**src/rtl/cmplx_square_accel.sv**
```systemverilog
// cmplx_square_accel
//   Avalon-MM slave that squares a signed complex operand (a_re + j*a_im):
//      y_re = re^2 - im^2,  y_im = 2*re*im (saturated to 0x7FFFFFFF on overflow)
//   using one shared signed OP_W x OP_W multiplier over three cycles.
//
//   Register map (word addresses):
//      0 CTRL   W: bit0 start, bit1 clr_done, bit2 irq_en   R: bit2 irq_en
//      1 STATUS R: bit0 busy, bit1 done, bit2 ovf
//      2 A_RE   RW (OP_W bits, read sign-extended)
//      3 A_IM   RW
//      4 Y_RE   R
//      5 Y_IM   R
//      6-7      read 0
//
//   Timing: a start write sampled at edge k moves the FSM to S_RR at edge k.
//   A read sampled at edge k+1 therefore sees busy=1, and the read sampled
//   at edge k+5 is the first to see done=1 with the new results.
//
// Ports
//   clk_clk        clock, all logic on the rising edge
//   reset_reset    asynchronous active-high reset
//   avs_address    word address
//   avs_write      write strobe, avs_writedata write data
//   avs_read       read strobe, avs_readdata registered read data (latency 1)
//   irq            registered level interrupt = done AND irq_en
module cmplx_square_accel #(
   parameter int OP_W = 16
) (
   input  logic        clk_clk,
   input  logic        reset_reset,
   input  logic [2:0]  avs_address,
   input  logic        avs_write,
   input  logic [31:0] avs_writedata,
   input  logic        avs_read,
   output logic [31:0] avs_readdata,
   output logic        irq
);

   localparam int PW = 2 * OP_W;
   // Wide enough to hold 2*re*im exactly and to compare against 32-bit limits.
   localparam int XW = (PW > 32) ? PW + 2 : 34;
   localparam logic signed [XW-1:0] Y_MAX = $signed({{(XW-31){1'b0}}, {31{1'b1}}});
   localparam logic signed [XW-1:0] Y_MIN = $signed({{(XW-31){1'b1}}, {31{1'b0}}});

   typedef enum logic [2:0] {
      IDLE  = 3'd0,
      S_RR  = 3'd1,
      S_II  = 3'd2,
      S_RI  = 3'd3,
      S_FIN = 3'd4
   } state_t;

   state_t                 state_q, state_d;
   logic                   irq_en_q, irq_en_d;
   logic                   done_q, done_d;
   logic                   ovf_q, ovf_d;
   logic                   irq_q, irq_d;
   logic        [OP_W-1:0] a_re_q, a_re_d, a_im_q, a_im_d;
   logic        [OP_W-1:0] op_re_q, op_re_d, op_im_q, op_im_d;
   logic signed [PW-1:0]   rr_q, rr_d, ii_q, ii_d, ri_q, ri_d;
   logic        [31:0]     y_re_q, y_re_d, y_im_q, y_im_d;
   logic        [31:0]     rdata_q, rdata_d;

   logic signed [OP_W-1:0] mul_a, mul_b;
   logic signed [PW-1:0]   mul_p;
   logic signed [XW-1:0]   y_re_x, y_im_x;
   logic                   wr_ctrl, start_ok, busy;
   logic                   unused_bits;

   assign unused_bits = ^{avs_writedata[31:OP_W], y_re_x[XW-1:32]};

   // Operand select for the single shared multiplier.
   always_comb begin
      mul_a = $signed(op_re_q);
      mul_b = $signed(op_re_q);
      case (state_q)
         S_II:    begin mul_a = $signed(op_im_q); mul_b = $signed(op_im_q); end
         S_RI:    begin mul_a = $signed(op_re_q); mul_b = $signed(op_im_q); end
         default: begin mul_a = $signed(op_re_q); mul_b = $signed(op_re_q); end
      endcase
   end

   assign mul_p  = mul_a * mul_b;
   assign y_re_x = $signed({{(XW-PW){rr_q[PW-1]}}, rr_q}) - $signed({{(XW-PW){ii_q[PW-1]}}, ii_q});
   assign y_im_x = $signed({{(XW-PW){ri_q[PW-1]}}, ri_q}) <<< 1;

   // Next-state logic: bus writes, FSM sequencing, result capture, read mux.
   always_comb begin
      state_d  = state_q;
      irq_en_d = irq_en_q;
      done_d   = done_q;
      ovf_d    = ovf_q;
      a_re_d   = a_re_q;
      a_im_d   = a_im_q;
      op_re_d  = op_re_q;
      op_im_d  = op_im_q;
      rr_d     = rr_q;
      ii_d     = ii_q;
      ri_d     = ri_q;
      y_re_d   = y_re_q;
      y_im_d   = y_im_q;
      rdata_d  = rdata_q;

      busy     = (state_q != IDLE);
      wr_ctrl  = avs_write && (avs_address == 3'd0);
      start_ok = wr_ctrl && avs_writedata[0] && (state_q == IDLE);

      if (avs_write) begin
         case (avs_address)
            3'd0:    irq_en_d = avs_writedata[2];
            3'd2:    a_re_d   = avs_writedata[OP_W-1:0];
            3'd3:    a_im_d   = avs_writedata[OP_W-1:0];
            default: a_re_d   = a_re_q;  // read-only addresses ignore writes
         endcase
      end else begin
         a_re_d = a_re_q;
      end

      // clr_done is applied before the FSM so an S_FIN completion on the
      // same edge overrides it.
      if (wr_ctrl && avs_writedata[1]) begin
         done_d = 1'b0;
      end else begin
         done_d = done_q;
      end

      case (state_q)
         IDLE: begin
            if (start_ok) begin
               state_d = S_RR;
               op_re_d = a_re_q;
               op_im_d = a_im_q;
               done_d  = 1'b0;
               ovf_d   = 1'b0;
            end else begin
               state_d = IDLE;
            end
         end
         S_RR: begin
            rr_d    = mul_p;
            state_d = S_II;
         end
         S_II: begin
            ii_d    = mul_p;
            state_d = S_RI;
         end
         S_RI: begin
            ri_d    = mul_p;
            state_d = S_FIN;
         end
         S_FIN: begin
            y_re_d = y_re_x[31:0];
            if (y_im_x > Y_MAX) begin
               y_im_d = 32'h7FFF_FFFF;
               ovf_d  = 1'b1;
            end else if (y_im_x < Y_MIN) begin
               y_im_d = 32'h8000_0000;
               ovf_d  = 1'b1;
            end else begin
               y_im_d = y_im_x[31:0];
               ovf_d  = 1'b0;
            end
            done_d  = 1'b1;
            state_d = IDLE;
         end
         default: state_d = IDLE;
      endcase

      irq_d = done_q & irq_en_q;

      if (avs_read) begin
         case (avs_address)
            3'd0:    rdata_d = {29'd0, irq_en_q, 2'd0};
            3'd1:    rdata_d = {29'd0, ovf_q, done_q, busy};
            3'd2:    rdata_d = {{(32-OP_W){a_re_q[OP_W-1]}}, a_re_q};
            3'd3:    rdata_d = {{(32-OP_W){a_im_q[OP_W-1]}}, a_im_q};
            3'd4:    rdata_d = y_re_q;
            3'd5:    rdata_d = y_im_q;
            default: rdata_d = 32'd0;
         endcase
      end else begin
         rdata_d = rdata_q;
      end
   end

   // State registers with asynchronous reset.
   always_ff @(posedge clk_clk or posedge reset_reset) begin
      if (reset_reset) begin
         state_q  <= IDLE;
         irq_en_q <= 1'b0;
         done_q   <= 1'b0;
         ovf_q    <= 1'b0;
         irq_q    <= 1'b0;
         a_re_q   <= '0;
         a_im_q   <= '0;
         op_re_q  <= '0;
         op_im_q  <= '0;
         rr_q     <= '0;
         ii_q     <= '0;
         ri_q     <= '0;
         y_re_q   <= 32'd0;
         y_im_q   <= 32'd0;
         rdata_q  <= 32'd0;
      end else begin
         state_q  <= state_d;
         irq_en_q <= irq_en_d;
         done_q   <= done_d;
         ovf_q    <= ovf_d;
         irq_q    <= irq_d;
         a_re_q   <= a_re_d;
         a_im_q   <= a_im_d;
         op_re_q  <= op_re_d;
         op_im_q  <= op_im_d;
         rr_q     <= rr_d;
         ii_q     <= ii_d;
         ri_q     <= ri_d;
         y_re_q   <= y_re_d;
         y_im_q   <= y_im_d;
         rdata_q  <= rdata_d;
      end
   end

   assign avs_readdata = rdata_q;
   assign irq          = irq_q;

endmodule

```
**config.mk**
```make
export PLATFORM = sky130hd
export DESIGN_NAME = cmplx_square_accel
export DESIGN_NICKNAME = d
export VERILOG_FILES = /design/src/rtl/cmplx_square_accel.sv
export SDC_FILE = /design/constraint.sdc
export NUM_CORES = 1
export LEC_CHECK = 0
export CAP_MARGIN = 5
export CORE_ASPECT_RATIO = 0.75
export CORE_MARGIN = 2
export CORE_UTILIZATION = 60
export CTS_CLUSTER_SIZE = 28
export DETAILED_ROUTE_END_ITERATION = 8
export GPL_ROUTABILITY_DRIVEN = 1
export PLACE_DENSITY_LB_ADDON = 0.05
export SYNTH_ARGS = -nofsm -noshare
export SYNTH_HDL_FRONTEND = slang
export SYNTH_SLANG_ARGS = --single-unit
```
**constraint.sdc**
```tcl
create_clock -name clk_clk -period 15.28 [get_ports clk_clk]
set_input_delay 3.82 -clock clk_clk [delete_from_list [all_inputs] [get_ports clk_clk]]
set_output_delay 3.82 -clock clk_clk [all_outputs]
set_load 0.05 [all_outputs]
```
# ---- Yosys cells after proc, flatten, opt, wreduce, memory -nomap -nowiden
# Index checks and enable logic that the tools add are counted.
dict set report op_classes {
  n_lt_le_gt_ge 2
  add_sub_neg 1
  n_mul 1
  mux 14
  n_shift 0
  bitwise_logic 1
  reduce_logical 14
  n_eq_ne 10
  div 0
}
# cell count
set op_table {}
lappend op_table {{32-bit one-hot mux with 6 select lines} 1}
lappend op_table {{32-bit 2-to-1 mux} 2}
lappend op_table {{33-bit by 32-bit greater-than comparator with 1-bit output, second input constant} 1}
lappend op_table {{33-bit by 32-bit less-than comparator with 1-bit output, second input constant} 1}
lappend op_table {{16-bit by 16-bit multiplier with 32-bit output} 1}
lappend op_table {{16-bit 2-to-1 mux} 2}
lappend op_table {{32-bit subtractor} 1}
lappend op_table {{3-bit by 2-bit equality test with 1-bit output, second input constant} 4}
lappend op_table {{3-bit one-hot mux with 4 select lines} 1}
lappend op_table {{2-bit AND reduction} 5}
lappend op_table {{3-bit equality test, second input constant} 3}
lappend op_table {{3-bit by 1-bit equality test with 1-bit output, second input constant} 2}
lappend op_table {{3-bit zero test} 2}
lappend op_table {{1-bit 2-to-1 mux} 6}
lappend op_table {{1-bit logical AND} 4}
lappend op_table {{1-bit one-hot mux with 2 select lines} 2}
lappend op_table {{3-bit nonzero test} 1}
lappend op_table {{2-bit inequality test, second input constant} 1}
lappend op_table {{2-bit nonzero test} 1}
lappend op_table {{2-bit OR reduction} 1}
lappend op_table {{1-bit AND} 1}
dict set report word_totals {
  latchBits 0
  reg_bits 263
  rom_bits 0
  wordCells 58
  input_bits 39
  mem_bits_rw 0
  mem_count 0
}

# ---- Longest topological paths before layout
dict set report logic_depth {
  ltp_word 6
  mapped_depth 32
  mapped_depth_nobuf 27
}

# ---- Worst setup path before layout
# Ideal clock, no wire load.
dict set report synth_timing {
  path_kind {reg-to-reg}
  from {register state_q[2]}
  to {register rr_q[28]}
  setup_ns 0.095
  synth_period_minus_slack_ns 7.365
  slack_ns 7.915
  path_stages_with_launch 30
  t_arrival_ns 7.270
  path_cell_list {dfrtp_1 > clkbuf_1 > nand2b_1 > clkbuf_1 > nor2_1 > clkbuf_1 > clkbuf_1 > nand2_1 > nand2_1 > nand2_1 > fa_1 > inv_1 > fa_1 > fa_1 > fa_1 > fa_1 > inv_1 > fa_1 > inv_1 > ha_1 > buf_2 > a21o_1 > a21o_1 > a221oi_1 > nand2_1 > a31oi_4 > nor3_2 > o31a_1 > o21a_1 > o31ai_1}
}
dict set report synth_between {
  elab_chain_len 4
}
# item line
set synth_lines {}
lappend synth_lines {{start: declaration} 53} ;# state_t state_q, state_d;
lappend synth_lines {{start signal: assignment} 205} ;# state_q <= state_d;
lappend synth_lines {{3-bit by 2-bit equality test with 1-bit output} 76} ;# case (state_q)
lappend synth_lines {{2-bit OR reduction (no source line)} --}
lappend synth_lines {{16-bit 2-to-1 mux} 76}
lappend synth_lines {{16-bit by 16-bit multiplier with 32-bit output} 83} ;# assign mul_p = mul_a * mul_b;
lappend synth_lines {{end signal: assignment} 214} ;# rr_q <= rr_d;
lappend synth_lines {{end: declaration} 60} ;# logic signed [PW-1:0] rr_q, rr_d, ii_q, ii_d, ri_q, ri_d;
# Several ways; a longest one is shown, not always the timed one.
# A chain may end at the register's enable or synchronous reset.

# ---- Final worst setup path
dict set report layout_timing {
  from {register state_q[2]}
  to {register rr_q[31]}
}
# Same word-level chain as after synthesis.

==> flow_metrics.tcl <==
set metrics [dict create \
    hold_class "reg2reg" \
    core-area_um2 36000 \
    slew_headroom 0.107 \
    endpoint "rr_q[31]$_DFFE_PP0P_" \
    rsz0062_at_grt "no" \
    hold_viol_final 0 \
    grt_pass1_vias 17100 \
    ys_seq_area_frac 0.298 \
    grt_pass1_wl_mm 93.0 \
    yosys_warnings 0 \
    fin_util 0.664 \
    cts_buffers 24 \
    setup_tns_ns 0 \
    clk_latency_ns 0.54 \
    maxSlewViolCount 0 \
    netlist_area_um2 22100 \
    cp_max_fo 69 \
    num-fill-cells 3000 \
    syn-num-nets 2830 \
    cts.sink_count 263 \
    ys_types 67 \
    diodes 0 \
    synth_edf_count 0 \
    place_ws_ns 6.37 \
    synth_common_cells "nand2_1, inv_1, dfrtp_1, fa_1, o21ai_0" \
    wl_per_cell_um 19.6 \
    synth_flop_cell "dfrtp_1" \
    vias 16800 \
    first_pass_iters 6 \
    routabilityCongestion 0.944 \
    max_freq_ghz 0.109 \
    fin_crit_sh 0.599 \
    ioPinCount 72 \
    overflow 0 \
    post_cts_resized 0 \
    cp-start-kind "flip-flop" \
    cts_root_buffer "clkbuf_16" \
    start_util 0.613 \
    h-tree-depth 1 \
    outcome "finished clean" \
    numPortBuffers 55 \
    grt_max_degree 137 \
    clk_path_buf_depth 3 \
    yosys_register_bits 263 \
    route.detailed.drc 0 \
    synth_most_common_cell "nand2_1" \
    crit_type "reg2reg" \
    worstHoldStart "ri_q[3]$_DFFE_PP0P_" \
    via_per_inst 5.77 \
    maxCapViolations 0 \
    rr_endpoint "rr_q[31]$_DFFE_PP0P_" \
    antenna_found_initial 0 \
    r2r_start "state_q[2]$_DFF_PP0_" \
    fin_crit_ns 9.15 \
    drt-initial-drc-count 1114 \
    clock_skew_ns 0.0301 \
    avgSynthCellArea_um2 9.15 \
    synth_top_cell_area_share 0.298 \
    layout_setup_ws_ns 6.13 \
    async_reset_ff_frac 1.00 \
    r2r_cells 26 \
    crit_arrival_ns 9.53 \
    r2r_slack_ns 6.13 \
    cts_setup_buffers 0 \
    die_h_um 170 \
    ant_nets 0 \
    final_nets 2838 \
    drive_gt1_frac 0.0570 \
    required_ns 15.66 \
    ctsHoldBuffers 0 \
    clk_pin_slew_ns 0.07 \
    die_x_um 225 \
    worst_slew_pin_slew_ns 1.30 \
    areaGrowthSynthToFinish_pct 8.43 \
    dp_hpwl_mm 44.3 \
    synth_area_leaders "dfrtp_1, fa_1, nand2_1, ha_1, inv_1" \
    critPathLaunch "state_q[2]$_DFF_PP0_" \
    critPathCaptureType "flip-flop" \
    track_usage 0.314 \
    dieArea_um2 38400 \
    drt-total-wl_mm 56.8 \
    synthCells 2412 \
    rows 60 \
    setup_violations 0 \
    tritoncts "built" \
    yosysTopAreaCell "dfrtp_1" \
]
-- sequential cells by signal, summed over array words and instances (netlist names), 3 cells and up --
name and cells:
y_re_q 32, a_re_q 16, op_re_q 16, ri_q 32, ii_q 32, rr_q 32
avs_readdata 32, op_im_q 16, a_im_q 16, y_im_q 32, state_q 3
-- worst min path at each step --
stage	end	slack (ns)	cells after the start
after floorplan	y_im_q[1]$_DFFE_PP0P_	0.44	2
after global placement	rr_q[0]$_DFFE_PP0P_	0.46	2
after detailed placement	ri_q[3]$_DFFE_PP0P_	0.47	2
after CTS	ri_q[3]$_DFFE_PP0P_	0.48	2
after global routing	ii_q[24]$_DFFE_PP0N_	0.50	2
final	ri_q[3]$_DFFE_PP0P_	0.48	2
-- area by class of cell --
class,instances,area [um2],share of cell area
multi-input combinational,1685,13800,0.576
sequential,263,6580,0.275
inverter,360,1360,0.0568
timing repair buffer,86,783,0.0327
clock buffer,30,653,0.0273
tap,465,582,0.0243
clock inverter,14,191,0.00800
-- metal layers --
| metal | GRT usage | wire length [um] |
|---|---|---|
| met3 | 0.0571 | 3700 |
| met4 | 0.0685 | 1200 |
| met1 | 0.458 | 25600 |
| met5 | 0 | 0 |
| met2 | 0.497 | 26300 |
-- kinds of logic after synthesis --
| logic type | Yosys count | synth area share |
|---|---|---|
| flops | 263 | 0.298 |
| compound gates | 423 | 0.120 |
| xor+xnor | 60 | 0.0238 |
| buf+inv | 464 | 0.0791 |
| fa+ha+maj | 379 | 0.304 |
| mux | 73 | 0.0358 |
| simple gates | 750 | 0.139 |
-- cell usage in the layout, fill, tap and decap left out, types with 23 or more instances in the layout --
cell               n
o21ai_0          162
a221oi_1          31
nor2_1           155
mux2_2            38
fa_1             263
clkdlybuf4s50_1   55
xor2_1            23
clkbuf_16         24
a21oi_1           79
nand2_1          489
buf_4             31
ha_1             116
inv_1            358
a21o_1            25
dfrtp_1          263
o22ai_1           33
mux2i_1           31
xnor2_1           37
-- worst max-delay path, stage by stage (launching register included) --
cell      delay (ns)
dfrtp_1         0.54
nor2b_1         0.08
buf_4           0.23
nand2_2         0.33
buf_4           0.64
mux2i_1         0.94
nor2_1          0.17
fa_1            0.55
inv_1           0.05
fa_1            0.46
fa_1            0.52
inv_1           0.06
fa_1            0.51
fa_1            0.49
inv_1           0.05
fa_1            0.49
inv_1           0.05
ha_1            0.32
a211oi_1        0.32
o21ai_0         0.14
o22ai_1         0.40
a21oi_1         0.25
o21ai_1         0.32
a21oi_1         0.22
and4_1          0.22
nor3_1          0.39
o21ai_0         0.15
-- through the flow --
step	std cells	hold slack (ns)	cell area (um2)
global placement	2859	0.463	23100
detailed placement	2859	0.468	23100
global route	2903	0.501	23900
floorplan	2412	0.444	22100
CTS	2903	0.484	23900
finish	2903	0.480	23900
Power is left out: the tool's default activity adds up to more than one toggle a clock period on the data nets, which glitch-free logic cannot reach.
